[config.mk]
export PLATFORM = sky130hd
export DESIGN_NAME = cmp_share_arbiter
export DESIGN_NICKNAME = d
export VERILOG_FILES = /design/src/rtl/cmp_share_pkg.sv /design/src/rtl/cmpgt4.sv /design/src/rtl/cmp_share_arbiter.sv
export SDC_FILE = /design/constraint.sdc
export NUM_CORES = 1
export LEC_CHECK = 0
export BUFFER_PORTS_ARGS = -buffer_cell sky130_fd_sc_hd__buf_4
export CAP_MARGIN = 5
export CELL_PAD_IN_SITES_DETAIL_PLACEMENT = 0
export CELL_PAD_IN_SITES_GLOBAL_PLACEMENT = 1
export CORE_ASPECT_RATIO = 0.9
export CORE_MARGIN = 2
export CORE_UTILIZATION = 36
export CTS_BUF_LIST = sky130_fd_sc_hd__clkbuf_4 sky130_fd_sc_hd__clkbuf_8
export DETAILED_ROUTE_END_ITERATION = 10
export PLACE_DENSITY_LB_ADDON = 0.1
export SYNTH_ARGS = -nofsm -noshare
export SYNTH_HDL_FRONTEND = slang
export SYNTH_SLANG_ARGS = --single-unit
[constraint.sdc]
create_clock -name clk -period 2.1 [get_ports clk]
set_input_delay 0.63 -clock clk [delete_from_list [all_inputs] [get_ports clk]]
set_output_delay 0.63 -clock clk [all_outputs]
set_load 0.01 [all_outputs]
[src/rtl/cmp_share_pkg.sv]
`default_nettype none
// ============================================================================
//  Module      : cmp_share_pkg
//  Description : Shared types and parameter defaults for the shared
//                comparator arbiter (state encoding, default sizes).
//  Revision    : 1.0 - initial release
// ============================================================================
package cmp_share_pkg;

    localparam int NREQ_DEF = 4;
    localparam int W_DEF    = 4;

    typedef enum logic [1:0] {
        IDLE = 2'd0,
        EVAL = 2'd1,
        RESP = 2'd2
    } state_e;

endpackage
`default_nettype wire

[src/rtl/cmpgt4.sv]
`default_nettype none
// ============================================================================
//  Module      : cmpgt4
//  Description : Gate-level 4-bit unsigned magnitude comparator.
//                gt = 1 iff b > a; the most significant differing bit decides.
//  Revision    : 1.0 - initial release
// ============================================================================
module cmpgt4 (
    output wire        gt,
    input  logic [3:0] a,
    input  logic [3:0] b
);

    wire [3:0] w_na;    // ~a
    wire [3:0] w_nb;    // ~b
    wire [3:0] w_g;     // bit i alone says b > a
    wire [3:0] w_l;     // bit i alone says a > b
    wire [3:0] w_e;     // bit i equal
    wire       w_t2;
    wire       w_t1;
    wire       w_t0;

    // Per-bit greater / less / equal terms
    generate
        for (genvar i = 0; i < 4; i++) begin : g_bit
            not u_na (w_na[i], a[i]);
            not u_nb (w_nb[i], b[i]);
            and u_g  (w_g[i], b[i], w_na[i]);
            and u_l  (w_l[i], a[i], w_nb[i]);
            nor u_e  (w_e[i], w_g[i], w_l[i]);
        end
    endgenerate

    // A lower bit only counts when every higher bit is equal
    and u_t2 (w_t2, w_e[3], w_g[2]);
    and u_t1 (w_t1, w_e[3], w_e[2], w_g[1]);
    and u_t0 (w_t0, w_e[3], w_e[2], w_e[1], w_g[0]);
    or  u_gt (gt, w_g[3], w_t2, w_t1, w_t0);

endmodule
`default_nettype wire

[src/rtl/cmp_share_arbiter.sv]
`default_nettype none
// ============================================================================
//  Module      : cmp_share_arbiter
//  Description : Round-robin arbiter sharing one 4-bit comparator among NREQ
//                requesters. Sequence: IDLE (grant + latch operands) ->
//                EVAL (register comparator result) -> RESP (one-cycle ack).
//  Revision    : 1.0 - initial release
// ============================================================================
module cmp_share_arbiter
    import cmp_share_pkg::*;
#(
    parameter int NREQ = NREQ_DEF,
    parameter int W    = W_DEF
) (
    input  logic              clk,
    input  logic              rst_n,
    input  logic [NREQ-1:0]   req,
    input  logic [NREQ*W-1:0] a_in,
    input  logic [NREQ*W-1:0] b_in,
    output logic [NREQ-1:0]   ack,
    output logic              gt,
    output logic [2:0]        gnt_id,
    output logic              busy,
    output logic [7:0]        cmp_count
);

    // First set request bit searching upward from ptr+1, wrapping around.
    // The last-served requester is therefore checked last.
    function automatic logic [2:0] rr_pick(input logic [NREQ-1:0] r,
                                           input logic [2:0]      p);
        logic [2:0] sel;
        logic       found;
        sel   = 3'd0;
        found = 1'b0;
        for (int off = 1; off <= NREQ; off++) begin
            for (int j = 0; j < NREQ; j++) begin
                if (!found && r[j] && (j == (int'(p) + off) % NREQ)) begin
                    sel   = 3'(j);
                    found = 1'b1;
                end
            end
        end
        return sel;
    endfunction

    state_e         state_q;
    state_e         state_d;
    logic [2:0]     gnt_q;
    logic [2:0]     ptr_q;
    logic [W-1:0]   a_q;
    logic [W-1:0]   b_q;
    logic           gt_q;
    logic [7:0]     cnt_q;
    logic           w_any;
    logic [2:0]     w_pick;
    logic [W-1:0]   w_a_sel;
    logic [W-1:0]   w_b_sel;
    logic           w_cmp_gt;

    assign w_any  = |req;
    assign w_pick = rr_pick(req, ptr_q);

    // Operand mux for the requester being granted this cycle
    always_comb begin
        w_a_sel = '0;
        w_b_sel = '0;
        for (int i = 0; i < NREQ; i++) begin
            if (w_pick == 3'(i)) begin
                w_a_sel = a_in[i*W +: W];
                w_b_sel = b_in[i*W +: W];
            end
        end
    end

    // The single shared comparator instance
    cmpgt4 u_cmp (
        .gt (w_cmp_gt),
        .a  (a_q),
        .b  (b_q)
    );

    // State register
    always_ff @(posedge clk or negedge rst_n) begin
        if (!rst_n) state_q <= IDLE;
        else        state_q <= state_d;
    end

    // Next-state logic: IDLE waits for any request, then a fixed 2-cycle run
    always_comb begin
        state_d = state_q;
        unique case (state_q)
            IDLE:    if (w_any) state_d = EVAL;
            EVAL:    state_d = RESP;
            RESP:    state_d = IDLE;
            default: state_d = IDLE;
        endcase
    end

    // Datapath: grant/operand capture, result register, pointer and counter
    always_ff @(posedge clk or negedge rst_n) begin
        if (!rst_n) begin
            gnt_q <= 3'd0;
            ptr_q <= 3'(NREQ - 1);
            a_q   <= '0;
            b_q   <= '0;
            gt_q  <= 1'b0;
            cnt_q <= 8'd0;
        end else begin
            unique case (state_q)
                IDLE: begin
                    if (w_any) begin
                        gnt_q <= w_pick;
                        a_q   <= w_a_sel;
                        b_q   <= w_b_sel;
                    end
                end
                EVAL: gt_q <= w_cmp_gt;
                RESP: begin
                    ptr_q <= gnt_q;
                    cnt_q <= cnt_q + 8'd1;
                end
                default: ;
            endcase
        end
    end

    // Outputs decoded from registered state only; gt is masked outside RESP
    always_comb begin
        ack = '0;
        for (int i = 0; i < NREQ; i++) begin
            ack[i] = (state_q == RESP) && (gnt_q == 3'(i));
        end
        gt        = (state_q == RESP) ? gt_q : 1'b0;
        busy      = (state_q != IDLE);
        gnt_id    = gnt_q;
        cmp_count = cnt_q;
    end

endmodule
`default_nettype wire

==> impl_metrics.json, run 1 <==
{
  "cts_max_path_buffers": 2,
  "die_w_um": 69.7,
  "drc": 0,
  "synth_cell_type_count": 45,
  "synthTopCellsByArea": "dfrtp_1, nand2_1, o21ai_0, dfstp_2, nor2_1",
  "rows": 21,
  "fin_crit_sh_pct": 93.7,
  "syn_area_sq_um": 1400,
  "grt_first_pass_wirelength_mm": 6.13,
  "cts-root-buf": "clkbuf_8",
  "fillCellCount": 365,
  "first_iter_violations": 121,
  "numCtsBuffers": 3,
  "ctsHoldBuffers": 0,
  "fin_crit_ns": 1.97,
  "clk_pin_slew_worst_paths_ns": 0.09,
  "swShare_pct": 40.3,
  "crit_required_ns": 2.26,
  "wl_mm": 3.71,
  "maxCapViolations": 0,
  "cp-end-kind": "flip-flop",
  "cp-start-kind": "flip-flop",
  "vdd_drop_max_mv": 0.497,
  "cts_tree": "yes",
  "antenna-diode-count": 0,
  "syn_nets": 191,
  "ios": 55,
  "gp_congestion": 0.839,
  "viasPerCell": 5.11,
  "crit_slowest_cell": "dfstp_2",
  "p_int_mw": 1.40,
  "hold_viol": 0,
  "post_layout_nonfiller_instances": 261,
  "area_delta_synth_final_pct": 41.3,
  "antenna_found_initial": 0,
  "rsz0062_at_grt": "false",
  "die_h_um": 63.1,
  "cts_sinks": 23,
  "path_cells": "nor2b_2 -> o311ai_4 -> mux2_4 -> mux2_2 -> o221a_1",
  "setup_viol": 0,
  "cpPeakStageDelay_ns": 0.63,
  "crit_family": "flip-flops",
  "fin_tns_setup_ns": 0,
  "leakage_nw": 0.964,
  "slew_violations": 0,
  "skew_ns": 0.00535,
  "drive_gt1_share_pct": 38.1,
  "htree_levels": 1,
  "vias": 1335,
  "start_util_pct": 37.5,
  "share_seq_of_total_power_pct": 35.5,
  "cts_setup_buffers": 0,
  "crit_type": "flip-flop to flip-flop",
  "finalInstanceArea_sq_um": 1980,
  "critPathMaxFanout": 9,
  "synth_area_per_cell_sq_um": 9.39,
  "status": "finished, final reports clean",
  "drtAntennaViolNets": 0,
  "fmaxAchievable_mhz": 508,
  "clock_latency_ns": 0.27,
  "grt_max_degree": 24,
  "io_buffers": 53,
  "nets": 258,
  "yosysTopAreaCell": "dfrtp_1",
  "dp_cells": 257,
  "crit_buf_inv": 0,
  "grt_usage_pct": 17.4,
  "p_per_area_nw_per_um2": 1180,
  "dr.pass1.iters": 4,
  "hp-class": "primary input to asynchronous set/reset pin",
  "wire_per_inst_um": 14.2,
  "yosysWarnings": 0,
  "worst_ep_arrival_time_ns": 2.12,
  "ys_ff_latch": 23,
  "p_comb_share_pct": 52.3,
  "grt_pass1_vias": 1343,
  "clkPwrFrac_pct": 12.2,
  "hpwl_mm": 2.96,
  "seq_area_frac_synth_pct": 41.3,
  "p_sw_uw": 943,
  "synthCells": 149,
  "postCtsResizedCells": 0,
  "synth.top_cell.area_share_pct": 37.6,
  "overflow": 0,
  "p_total_mw": 2.34,
  "place_area_sq_um": 1930,
  "dieArea_sq_um": 4400,
  "core_sq_um": 3730
}
-- final timing paths --
path                                endpoint  cells after the start  slack (ns)  startpoint
max in group asynchronous           ptr_q[0]                      1        1.57       rst_n
min in group clk                      b_q[3]                      2        0.49      b_q[3]
worst max register to register        a_q[0]                      5        0.13    ptr_q[0]
worst min-delay path            cmp_count[4]                      1        0.24       rst_n
worst max-delay path                  a_q[0]                      5        0.13    ptr_q[0]
worst min register to register        b_q[3]                      2        0.49      b_q[3]
-- kinds of logic (layout without fill, tap and decap cells) --
group                    Yosys count  after routing  synth area share (%)
AND/OR/NAND/NOR                   63             63                  23.1
AO/OA/AOI/OAI                     37             37                  20.8
flip-flops                        23             23                  41.3
buffers and inverters             11             77                  3.85
XOR/XNOR                           7              7                  4.38
adder cells (fa/ha/maj)            4              4                  3.58
multiplexers                       3              3                  2.68
other                              1              1                 0.268
-- placed cells by master, fill, tap and decap left out, drive strengths merged, types with 3 or more instances in the layout --
cell type / netlist / layout
nand3: 6 / 6
o211ai: 4 / 4
ha: 4 / 4
buf: 3 / 67
nand2: 18 / 18
o311a: 3 / 3
nor2b: 8 / 8
a222oi: 4 / 4
and3: 3 / 3
dfrtp: 21 / 21
inv: 6 / 6
xnor2: 4 / 4
nand2b: 3 / 3
a21oi: 3 / 3
xor2: 3 / 3
clkbuf: 2 / 3
mux2: 3 / 3
a221oi: 3 / 3
nor2: 14 / 14
o21ai: 11 / 11
-- synth_stat cells, drive strengths merged --
cell type,instances
nor3b,1
a21o,1
a221oi,3
dfstp,2
mux2,3
dfrtp,21
and3b,1
o211ai,4
nand2,18
or2,2
and3,3
nand3,6
buf,3
o31ai,2
inv,6
nor2b,8
a31oi,2
a222oi,4
o311ai,1
nand2b,3
nand3b,2
a21oi,3
ha,4
nor3,2
o21ai,11
clkbuf,2
xor2,3
or3b,1
conb,1
o221a,1
xnor2,4
and2,1
a211o,1
a21boi,1
nor2,14
o311a,3
nand4,1
-- registers in the layout, summed over array words and instances (netlist names) --
register   count
cmp_count      8
a_q            4
b_q            4
gnt_id         2
ptr_q          2
state_q        2
gt_q           1
-- power by group through the flow --
stage               sequential, mW  clock (mW)  combinational (mW)
detailed placement           0.842           0                1.23
floorplan                    0.806           0               0.763
finish                       0.831       0.286                1.22
CTS                          0.833       0.298                1.24
global placement             0.829           0                1.22
global route                 0.865       0.314                1.37
-- worst reg2reg max path, cell delays in order, from the launching register on --
cell	delay, ns
dfstp_2	0.63
nor2b_2	0.09
o311ai_4	0.34
mux2_4	0.33
mux2_2	0.26
o221a_1	0.20
-- metal layers --
metal  global-route usage [%]  wire length [um]
met3                     1.60               105
met1                     23.6              1750
met2                     29.1              1840
met4                     6.01                14
met5                        0                 0
-- through the flow --
step	setup slack [ns]	utilization [%]	hold WS [ns]
after global placement	-0.0672	51.7	0.462
after floorplan	0.0598	-	0.334
after global routing	0.0272	53.0	0.256
final	0.132	53.0	0.241
after detailed placement	-0.0930	51.7	0.474
after CTS	0.128	53.0	0.254
-- layout make-up --
cell class / instances / area, sq um / area share (%)
inverter: 6 / 22.5 / 1.14
multi-input combinational: 115 / 767 / 38.8
timing repair buffer: 67 / 503 / 25.4
tap: 46 / 57.6 / 2.91
clock inverter: 1 / 7.51 / 0.380
sequential: 23 / 578 / 29.2
clock buffer: 3 / 41.3 / 2.09
No activity file was read; power rests on OpenSTA's default activity.
==> inputs of run 2 (changes only) <==
CORE_ASPECT_RATIO = 1.75   (was 0.9)
==> run 2 against run 1 <==
  * Clock skew shrank 0.0033 ns
  * Highest routed layer unchanged
  * Design area decreased by 0.63%
  * First-iteration DRC count is 54% lower
  * Via count up 1.6%
  * Critical path type unchanged
  * Largest cell class unchanged
==> impl_metrics.json, run 2 (same netlist as run 1, synthesis figures left out) <==
{
  "status": "finished, final reports clean",
  "hpwl_mm": 3.10,
  "cp-end-kind": "flip-flop",
  "drive_gt1_share_pct": 37.6,
  "clock_latency_ns": 0.26,
  "cts_sinks": 23,
  "clk_pin_slew_worst_paths_ns": 0.08,
  "vias": 1356,
  "overflow": 0,
  "final_cell_mix": "buf_4, dfrtp_1, nand2_1",
  "cts_setup_buffers": 0,
  "cts_tree": "yes",
  "core_sq_um": 3790,
  "cts-root-buf": "clkbuf_8",
  "multi_input_area_sq_um": 767,
  "setup_viol": 0,
  "ctsHoldBuffers": 0,
  "hold_viol": 0,
  "slew_violations": 0,
  "wire_per_inst_um": 14.4,
  "gp_congestion": 0.848,
  "drtAntennaViolNets": 0,
  "largest_reg_flops": 8,
  "crit_slowest_cell": "dfstp_2",
  "htree_levels": 1,
  "crit_buf_inv": 0,
  "pre_cts_ws_ns": -0.0828,
  "fmaxAchievable_mhz": 524,
  "viasPerCell": 5.20,
  "post_layout_nonfiller_instances": 261,
  "die_w_um": 51.1,
  "first_iter_violations": 56,
  "postCtsResizedCells": 0,
  "wl_mm": 3.77,
  "die_h_um": 86.5,
  "antenna-diode-count": 0,
  "ios": 55,
  "fin_crit_sh_pct": 90.9,
  "drc": 0,
  "setup_slack_ns": 0.191,
  "skew_ns": 0.00209,
  "start_util_pct": 36.9,
  "vdd_drop_max_mv": 0.556,
  "fin_crit_ns": 1.91,
  "antenna_found_initial": 0,
  "grt_usage_pct": 17.5,
  "area_delta_synth_final_pct": 40.4,
  "cts_max_path_buffers": 2,
  "fillCellCount": 379,
  "cp-start-kind": "flip-flop",
  "dr.pass1.iters": 4,
  "dp_cells": 257,
  "numCtsBuffers": 3,
  "crit_family": "flip-flops",
  "rows": 30,
  "io_buffers": 53,
  "critPathMaxFanout": 9,
  "dieArea_sq_um": 4420,
  "p_per_area_nw_per_um2": 1190,
  "path_cells": "nor2b_2 -> o311ai_4 -> mux2_4 -> mux2_2 -> o221a_1",
  "crit_type": "flip-flop to flip-flop",
  "cpPeakStageDelay_ns": 0.63,
  "final_common_cell": "buf_4",
  "nets": 256,
  "grt_first_pass_wirelength_mm": 5.80,
  "maxCapViolations": 0,
  "crit_required_ns": 2.26,
  "grt_pass1_vias": 1325,
  "leakage_nw": 0.958,
  "grt_max_degree": 24,
  "worst_ep_arrival_time_ns": 2.06,
  "hp-class": "primary input to asynchronous set/reset pin",
  "seqCellArea_sq_um": 578,
  "rsz0062_at_grt": "false"
}
[run 2: cell types whose count changed in the layout (fill, tap and decap cells not counted), sizes merged]
cell	before	now
clkbuf	3	4
buf	67	65
clkinvlp	1	0
[run 2: per-layer routing]
metal | wire length (um) | share of wire [%] | global-route usage [%] | vias to the layer above
li1 | - | - | - | 666
met1 | 1390 | 37 | 17.8 | 633
met2 | 2070 | 55 | 32.7 | 47
met3 | 198 | 5.3 | 2.41 | 10
met4 | 106 | 2.8 | 9.83 | 0
met5 | 0 | 0 | 0 | -
[run 2: layout make-up]
class / instances / share of cell area (%)
Timing Repair Buffer: 65 / 24.8
Tap cell: 48 / 3.06
Multi-Input combinational cell: 115 / 39.0
Sequential cell: 23 / 29.4
Inverter: 6 / 1.15
Clock buffer: 4 / 2.48
[run 2: power breakdown]
group	switching (mW)	leakage, nW	total [mW]	internal, mW
registers	0.190	0.283	0.837	0.647
clock network	0.137	0.0262	0.286	0.148
logic	0.598	0.649	1.21	0.609
total	0.925	0.958	2.33	1.40
[run 2: path summary, 6_finish.rpt]
path                                end  cells after the start         start  slack, ns
hold reg to reg            cmp_count[7]                      1  cmp_count[7]       0.48
setup reg to reg                 a_q[0]                      5      ptr_q[0]       0.19
setup / recovery                 a_q[0]                      5      ptr_q[0]       0.19
max in group asynchronous      ptr_q[1]                      1         rst_n       1.58
hold / removal             cmp_count[0]                      1         rst_n       0.24
min in group clk           cmp_count[7]                      1  cmp_count[7]       0.48
[run 2: per-stage QoR]
stage	TNS, ns	hold WS [ns]	total power [mW]	utilization (%)	area (sq um)
3_3_place_gp	-0.0564	0.467	2.04	50.5	1920
3_5_place_dp	-0.150	0.468	2.06	50.5	1920
2_1_floorplan	0	0.334	1.57	-	1400
5_1_grt	0	0.259	2.52	51.8	1960
4_1_cts	0	0.249	2.36	51.8	1960
6_report	0	0.241	2.33	51.8	1960
